===== config.mk =====
export PLATFORM = sky130hd
export DESIGN_NAME = handshake_sink_flat
export DESIGN_NICKNAME = d
export VERILOG_FILES = /design/src/rtl/handshake_sink_if.sv /design/src/rtl/handshake_sink.sv /design/src/flat_wrapper.sv
export SDC_FILE = /design/constraint.sdc
export NUM_CORES = 1
export LEC_CHECK = 0
export CAP_MARGIN = 30
export CORE_AREA = 2 2 61 92
export DETAILED_ROUTE_END_ITERATION = 10
export DIE_AREA = 0 0 63 94
export PLACE_DENSITY = 0.68
export SYNTH_ARGS = -nofsm -noshare
export SYNTH_HDL_FRONTEND = slang
export SYNTH_SLANG_ARGS = --single-unit

===== constraint.sdc =====
create_clock -name clk -period 2.6 [get_ports clk]
set_input_delay 0.52 -clock clk [delete_from_list [all_inputs] [get_ports clk]]
set_output_delay 0.52 -clock clk [all_outputs]
set_load 0.05 [all_outputs]

===== src/rtl/handshake_sink_if.sv =====
// Bus bundle for handshake_sink: async 4-phase req/ack with bundled data on the
// upstream side, valid/ready FIFO head on the consumer side.
interface handshake_sink_if #(
   parameter int unsigned WIDTH = 8,
   parameter int unsigned DEPTH = 4
);
   localparam int unsigned LVL_W = $clog2(DEPTH) + 1;

   logic             req_in;
   logic             ack_out;
   logic [WIDTH-1:0] data_in;
   logic             out_valid;
   logic             out_ready;
   logic [WIDTH-1:0] out_data;
   logic [LVL_W-1:0] level;
   logic [15:0]      xfer_count;

   // slave: the sink itself; master: upstream stage plus downstream consumer
   modport slave (
      input  req_in, data_in, out_ready,
      output ack_out, out_valid, out_data, level, xfer_count
   );

   modport master (
      output req_in, data_in, out_ready,
      input  ack_out, out_valid, out_data, level, xfer_count
   );
endinterface


===== src/rtl/handshake_sink.sv =====
// Clocked end-of-chain responder: synchronises a 4-phase req, captures bundled data into a
// first-word-fall-through FIFO. Define HS_SINK_COUNT_EN for the saturating transfer counter.
module handshake_sink #(
   parameter int unsigned WIDTH       = 8,
   parameter int unsigned DEPTH       = 4,
   parameter int unsigned SYNC_STAGES = 2
) (
   input logic             clk,
   input logic             rst_n,
   handshake_sink_if.slave bus
);
   localparam int unsigned PTR_W = $clog2(DEPTH);
   localparam int unsigned LVL_W = PTR_W + 1;
   localparam logic [LVL_W-1:0] FULL_LVL = LVL_W'(DEPTH);

   typedef enum logic [1:0] {
      StIdle,
      StAcked,
      StRelease
   } state_e;

   state_e                 state_q;
   logic                   ack_q;
   logic [SYNC_STAGES-1:0] req_sync_q;
   logic                   req_s;
   logic [WIDTH-1:0]       mem_q [DEPTH];
   logic [PTR_W-1:0]       wr_ptr_q;
   logic [PTR_W-1:0]       rd_ptr_q;
   logic [LVL_W-1:0]       level_q;
   logic [WIDTH-1:0]       last_q;
   logic                   fifo_full;
   logic                   fifo_empty;
   logic                   push;
   logic                   pop;

   always_ff @(posedge clk or negedge rst_n) begin
      if (!rst_n) begin
         req_sync_q <= '0;
      end else begin
         req_sync_q <= {req_sync_q[SYNC_STAGES-2:0], bus.req_in};
      end
   end

   assign req_s      = req_sync_q[SYNC_STAGES-1];
   assign fifo_full  = (level_q == FULL_LVL);
   assign fifo_empty = (level_q == '0);
   // Full uses the registered level, so a pop frees the slot only for the next cycle
   assign push       = (state_q == StIdle) && req_s && !fifo_full;
   assign pop        = !fifo_empty && bus.out_ready;

   always_ff @(posedge clk or negedge rst_n) begin
      if (!rst_n) begin
         state_q <= StIdle;
         ack_q   <= 1'b0;
      end else begin
         unique case (state_q)
            StIdle: begin
               if (push) begin
                  state_q <= StAcked;
                  ack_q   <= 1'b1;
               end
            end
            StAcked: begin
               if (!req_s) begin
                  state_q <= StRelease;
                  ack_q   <= 1'b0;
               end
            end
            StRelease: begin
               state_q <= StIdle;
            end
            default: begin
               state_q <= StIdle;
               ack_q   <= 1'b0;
            end
         endcase
      end
   end

   always_ff @(posedge clk) begin
      if (push) begin
         mem_q[wr_ptr_q] <= bus.data_in;
      end
   end

   always_ff @(posedge clk or negedge rst_n) begin
      if (!rst_n) begin
         wr_ptr_q <= '0;
         rd_ptr_q <= '0;
         level_q  <= '0;
         last_q   <= '0;
      end else begin
         if (push) begin
            wr_ptr_q <= wr_ptr_q + PTR_W'(1);
         end
         if (pop) begin
            rd_ptr_q <= rd_ptr_q + PTR_W'(1);
            last_q   <= mem_q[rd_ptr_q];
         end
         unique case ({push, pop})
            2'b10:   level_q <= level_q + LVL_W'(1);
            2'b01:   level_q <= level_q - LVL_W'(1);
            default: level_q <= level_q;
         endcase
      end
   end

`ifdef HS_SINK_COUNT_EN
   logic [15:0] xfer_count_q;

   always_ff @(posedge clk or negedge rst_n) begin
      if (!rst_n) begin
         xfer_count_q <= '0;
      end else if (push && (xfer_count_q != 16'hFFFF)) begin
         xfer_count_q <= xfer_count_q + 16'd1;
      end
   end

   assign bus.xfer_count = xfer_count_q;
`else
   assign bus.xfer_count = 16'h0000;
`endif

   assign bus.ack_out   = ack_q;
   assign bus.out_valid = !fifo_empty;
   // When empty, keep showing the last word handed out
   assign bus.out_data  = fifo_empty ? last_q : mem_q[rd_ptr_q];
   assign bus.level     = level_q;

endmodule


===== src/flat_wrapper.sv =====
// flat-port wrapper written by rule: the top's interface ports become plain ports
module handshake_sink_flat 
#(
   parameter int unsigned WIDTH       = 8,
   parameter int unsigned DEPTH       = 4,
   parameter int unsigned SYNC_STAGES = 2
)
  (clk, rst_n, bus_req_in, bus_data_in, bus_out_ready, bus_ack_out, bus_out_valid, bus_out_data, bus_level, bus_xfer_count);
  handshake_sink_if #(.WIDTH(WIDTH), .DEPTH(DEPTH)) bus_i ();
  input logic clk;
  input logic rst_n;
  input wire logic [$bits(bus_i.req_in)-1:0] bus_req_in;
  input wire logic [$bits(bus_i.data_in)-1:0] bus_data_in;
  input wire logic [$bits(bus_i.out_ready)-1:0] bus_out_ready;
  output wire logic [$bits(bus_i.ack_out)-1:0] bus_ack_out;
  output wire logic [$bits(bus_i.out_valid)-1:0] bus_out_valid;
  output wire logic [$bits(bus_i.out_data)-1:0] bus_out_data;
  output wire logic [$bits(bus_i.level)-1:0] bus_level;
  output wire logic [$bits(bus_i.xfer_count)-1:0] bus_xfer_count;
  assign bus_i.req_in = bus_req_in;
  assign bus_i.data_in = bus_data_in;
  assign bus_i.out_ready = bus_out_ready;
  assign bus_ack_out = bus_i.ack_out;
  assign bus_out_valid = bus_i.out_valid;
  assign bus_out_data = bus_i.out_data;
  assign bus_level = bus_i.level;
  assign bus_xfer_count = bus_i.xfer_count;
  handshake_sink #(.WIDTH(WIDTH), .DEPTH(DEPTH), .SYNC_STAGES(SYNC_STAGES)) u_core (.clk(clk), .rst_n(rst_n), .bus(bus_i));
endmodule

# Yosys cells after proc, flatten, opt, wreduce, memory -nomap -nowiden
# Memory sizes are Yosys's and may differ from the RTL's.
# Index checks and enable logic that the tools add are counted.
# Widths: inputs -> output; s select.
# totals
memories	1
ramBits	32
in_bits	12
elab_cells	40
rom_bits	0
out_inout_bits	29
ff_bits	20
latchBits	0
# mem_list
memory	depth	word_bits	read_ports	rd_clocked_by_memory_dff	wr	line	text
u_core.mem_q	4	8	1	0	1	handshake_sink.sv:26	logic [WIDTH-1:0] mem_q [DEPTH];
# op_classes
order_cmp	0
addsub	4
n_eq_ne	7
muxes	10
div_mod_pow	0
reduce_logical	10
shift	0
multipliers	0
bitwise_logic	1
# ops
op	n
$mux 8	1
$pmux 3 s2	1
$add 2x1->2 const B	2
$eq 2x1->1 const B	2
$eq 2x2->1 const B	2
$mux 1	4
$mux 2	2
$pmux 2 s2	1
$add 3x1->3 const B	1
$eq 3x3->1 const B	1
$logic_and 1x1->1	3
$logic_not 3->1	1
$pmux 1 s3	1
$reduce_and 3->1	1
$sub 3x1->3 const B	1
$logic_not 1->1	2
$logic_not 2->1	1
$ne 2x1->1 const B	1
$ne 2x2->1 const B	1
$reduce_and 2->1	1
$reduce_bool 2->1	1
$not 1->1	1

# Logic depth before layout (Yosys ltp)
# Gate-level depths: netlist of run 1.
# logic_depth
depth_word	5
depth_mapped	9
ltp_nobuf	9

# Worst setup path before layout of run 1
# OpenSTA, ideal clock, no wires.
# synth_timing
path_kind	flip-flop to flip-flop
startpoint	register u_core.level_q[2], in the netlist u_core.bus.level[2]
endpoint	register u_core.level_q[2], in the netlist u_core.bus.level[2]
period_less_slack_ps	2311
required_time_ps	2518
n_path_buf	0
stages_incl_launch_ff	10
arrival_time_ps	2229
setup_slack_ps	289
setup_time_ps	82
path_cell_list	dfrtp_1 > nor3b_1 > nor3_4 > inv_1 > ha_1 > inv_1 > fa_1 > xor2_1 > nor2_1 > xor2_1
# synth_between
elab_chain_len	5
word_cells_on_any_way	12
cone_classes	2 x add/sub; 3 x eq/ne; 1 x mux; 6 x reduce/logical
# synth_rtl
element	line	text
from (decl)	handshake_sink.sv:29	logic [LVL_W-1:0] level_q;
from (signal assigned)	handshake_sink.sv:101	2'b10: level_q <= level_q + LVL_W'(1);
from (signal assigned)	handshake_sink.sv:102	2'b01: level_q <= level_q - LVL_W'(1);
from (signal assigned)	handshake_sink.sv:103	default: level_q <= level_q;
$eq 3x3->1 / $logic_not 3->1 (equally long branches)	handshake_sink.sv:45, handshake_sink.sv:46	
$logic_not 1->1 (on tied branches)	handshake_sink.sv:48, handshake_sink.sv:49	
$logic_and 1x1->1 (on tied branches)	handshake_sink.sv:48, handshake_sink.sv:49	
$eq 2x1->1 / $eq 2x2->1 (equally long branches)	handshake_sink.sv:100	unique case ({push, pop})
$pmux 3 s2 / $reduce_bool 2->1 (equally long branches)	n/a	
# Several ways; a longest one is shown, not always the timed one.
# A chain may end at the register's enable or synchronous reset.

# Worst setup path in the final report of run 1
# layout_timing
startpoint	register u_core.level_q[0], in the netlist u_core.bus.level[0]
endpoint	output bus_out_valid
# layout_between
elab_chain_len	2
# layout_rtl
element	line	text
$logic_not 3->1	handshake_sink.sv:46	assign fifo_empty = (level_q == '0);
$logic_not 1->1	handshake_sink.sv:125	assign bus.out_valid = !fifo_empty;
to (decl)	flat_wrapper.sv:16	output wire logic [$bits(bus_i.out_valid)-1:0] bus_out_valid;
# Every way passes these cells.

==> out/results.ini, run 1 <==
[placement]
portBuffers = 24
postPlaceCellArea_um2 = 2490
hpwlAfterDp_um = 2570
dp.cells = 222
gp_congestion = 0.701
pre_cts_slack_ps = 319

[global_route]
grt.total_usage = 0.125
grt_max_degree = 21
grt_pass1_vias = 1142
grt_first_pass_wirelength_um = 5570
antenna_found_initial = 0
overflow = 0

[power]
p_clk_frac = 0.141
seqPwrFrac = 0.393
pwr-share-comb = 0.465
switchingPower_mw = 1.28
power_leakage_nw = 0.997
cellPowerDensity_nw_per_um2 = 1240
netSwitchingFraction = 0.400
p_int_mw = 1.92
vdd_ir_drop_max_mv = 0.445
power_mw = 3.19

[timing]
skew_ps = 6.75
finalHoldViolCount = 0
rsz0062_at_grt = no
fin_setup_tns_ps = 0
tightest_slew_ps = 512
finalSetupViolations = 0
period_minus_slack_ps = 2450
worst_slack_ps = 154
drv_slew = 0
fmax_ghz = 0.409
hold_ws_ps = 354
relSlewSlack = 0.658
fin_crit_sh = 0.941

[critical_path]
crit_path_end_kind = output port
worstSetupPathType = reg -> out
critPathRequiredTime_ps = 2080
slowest_stage = clkdlybuf4s50_1
cp-start-kind = flip-flop
critPathArrivalTime_ps = 1930
path_max_fanout = 6
max_stage_delay_ps = 730
path_cells = or3_1, clkdlybuf4s50_1
reg2regPathDepth = 9

[clock_network]
h-tree-depth = 2
clk_pin_slew_ps = 90
post_cts_buffers = 0
clock_latency_ps = 300
holdBufCountCts = 0
cts-root-buf = clkbuf_8
clock_sinks = 52
cts_tree = built
cts.path.max_buffers = 2
cts-buffers-inserted = 5
cts.repair.resized = 1

[die]
start_util = 0.444
coreArea_um2 = 5080
die_h_um = 94
die_w_um = 63
io_pins = 41
dieArea_um2 = 5920
num_rows = 32

[detailed_routing]
wl_um = 3360
detail-route-antenna-nets = 0
drc = 0
detail_route.wl_per_cell_um = 14.6
via_per_inst = 4.68
drt_first_pass_iters = 3
drt_iter0_drc = 18
num_vias = 1077

[layout]
drive_above_1_share = 0.272
stdcell_count = 230
fin_area_um2 = 2580
nets = 179
final_util = 0.508
fill_cells = 440
antennaDiodeCount = 0
syn2layout_area_growth_pct = 14.3

[synth]
synthFlopType = edfxtp_1
syn_area_um2 = 2260
synth_warnings = 0
ys_seq_elements = 52
synth_edf_count = 32
synthCells = 132
synthArstFlopShare = 0.385
ys_seq_area_frac = 0.647
ys_types = 27
syn_avg_cell_area_um2 = 17.1

[worst_hold_path]
hold_path_depth = 0
hold_path.class = reg -> reg

[run_status]
status = completed

[job]
cap_violations = 0

==> Yosys cell counts (all sizes together), types with 2 or more instances <==
cell | number | share of area
mux2 | 17 | 0.086
mux4 | 8 | 0.080
buf | 19 | 0.065
nor3 | 2 | 0.0094
edfxtp | 32 | 0.43
xnor2 | 3 | 0.012
xor2 | 3 | 0.012
inv | 7 | 0.012
ha | 5 | 0.028
and2 | 4 | 0.011
dfrtp | 20 | 0.22
==> worst max-delay path: cells and delay by family (launching register included) <==
family / cells / cell delay [ps]
buffers and inverters: 1 / 730
DFF: 1 / 450
and+or+nand+nor: 1 / 450
==> kinds of logic (layout without fill, tap and decap cells) <==
logic type / count (synthesis) / count (layout) / synth area share
flops: 52 / 52 / 0.647
buf+inv: 27 / 42 / 0.0786
mux: 26 / 26 / 0.171
simple gates: 11 / 11 / 0.0327
fa+ha+maj: 6 / 6 / 0.0365
xor+xnor: 6 / 6 / 0.0233
compound gates: 3 / 3 / 0.00997
other cells: 1 / 16 / 0.00166
==> power by group through the flow <==
| stage | clock (mW) | sequential [mW] | combinational (mW) |
|---|---|---|---|
| after floorplan | 0 | 1.29 | 1.12 |
| after global placement | 0 | 1.26 | 1.46 |
| after detailed placement | 0 | 1.28 | 1.50 |
| after CTS | 0.467 | 1.26 | 1.51 |
| after global routing | 0.503 | 1.29 | 1.58 |
| final | 0.451 | 1.26 | 1.49 |
==> flip-flops by register name, indices dropped and copies added, names as in the netlist <==
| name | flops |
|---|---|
| u_core.last_q | 8 |
| u_core.wr_ptr_q | 2 |
| u_core.rd_ptr_q | 2 |
| u_core.mem_q | 32 |
| u_core.bus.level | 3 |
| u_core.state_q | 2 |
| u_core.bus.ack_out | 1 |
| u_core.req_sync_q | 2 |
==> per-layer routing <==
layer,global-route usage,part of all wire
met2,0.229,0.56
met5,0,0
met4,0.0611,0.015
met1,0.137,0.39
met3,0.0264,0.035
==> area by class of cell <==
cell class	count	area (um^2)	area share
inverter	7	26.3	0.0102
tap	68	85.1	0.0329
sequential	52	1460	0.566
clock buffer	8	90.1	0.0349
timing repair buffer	27	243	0.0939
multi-input combinational	68	677	0.262
==> placed cells by master (no fill, tap or decap), drive strengths merged, types with 2 or more instances in the layout <==
cell type	count
conb	16
mux2	17
ha	5
edfxtp	32
mux4	8
dfrtp	20
clkbuf	8
xor2	3
nor3	2
buf	11
and2	4
inv	7
xnor2	3
clkdlybuf4s50	16
==> final timing paths <==
check / start / endpoint / slack (ps)
worst min register to register: u_core.req_sync_q[0]$_DFF_PN0_ / u_core.req_sync_q[1]$_DFF_PN0_ / 350
min in group asynchronous: rst_n / u_core.bus.level[2]$_DFFE_PN0P_ / 560
max in group asynchronous: rst_n / u_core.rd_ptr_q[0]$_DFFE_PN0P_ / 1800
worst max-delay path: u_core.bus.level[0]$_DFFE_PN0P_ / bus_out_valid / 150
worst min-delay path: u_core.req_sync_q[0]$_DFF_PN0_ / u_core.req_sync_q[1]$_DFF_PN0_ / 350
worst max register to register: u_core.bus.level[0]$_DFFE_PN0P_ / u_core.bus.level[2]$_DFFE_PN0P_ / 380
Power figures use the tool's default switching activity.
==> run 2: changes to the inputs <==
CTS_CLUSTER_DIAMETER = 150   (was default)
==> results of run 2 <==
The final DEF is identical to that of run 1; final timing and power are the same.
==> run 3: changes to the inputs <==
CAP_MARGIN = default   (was 30)
GPL_ROUTABILITY_DRIVEN = 0   (was default)
==> results of run 3 <==
The final DEF is identical to that of run 1; final timing and power are the same.
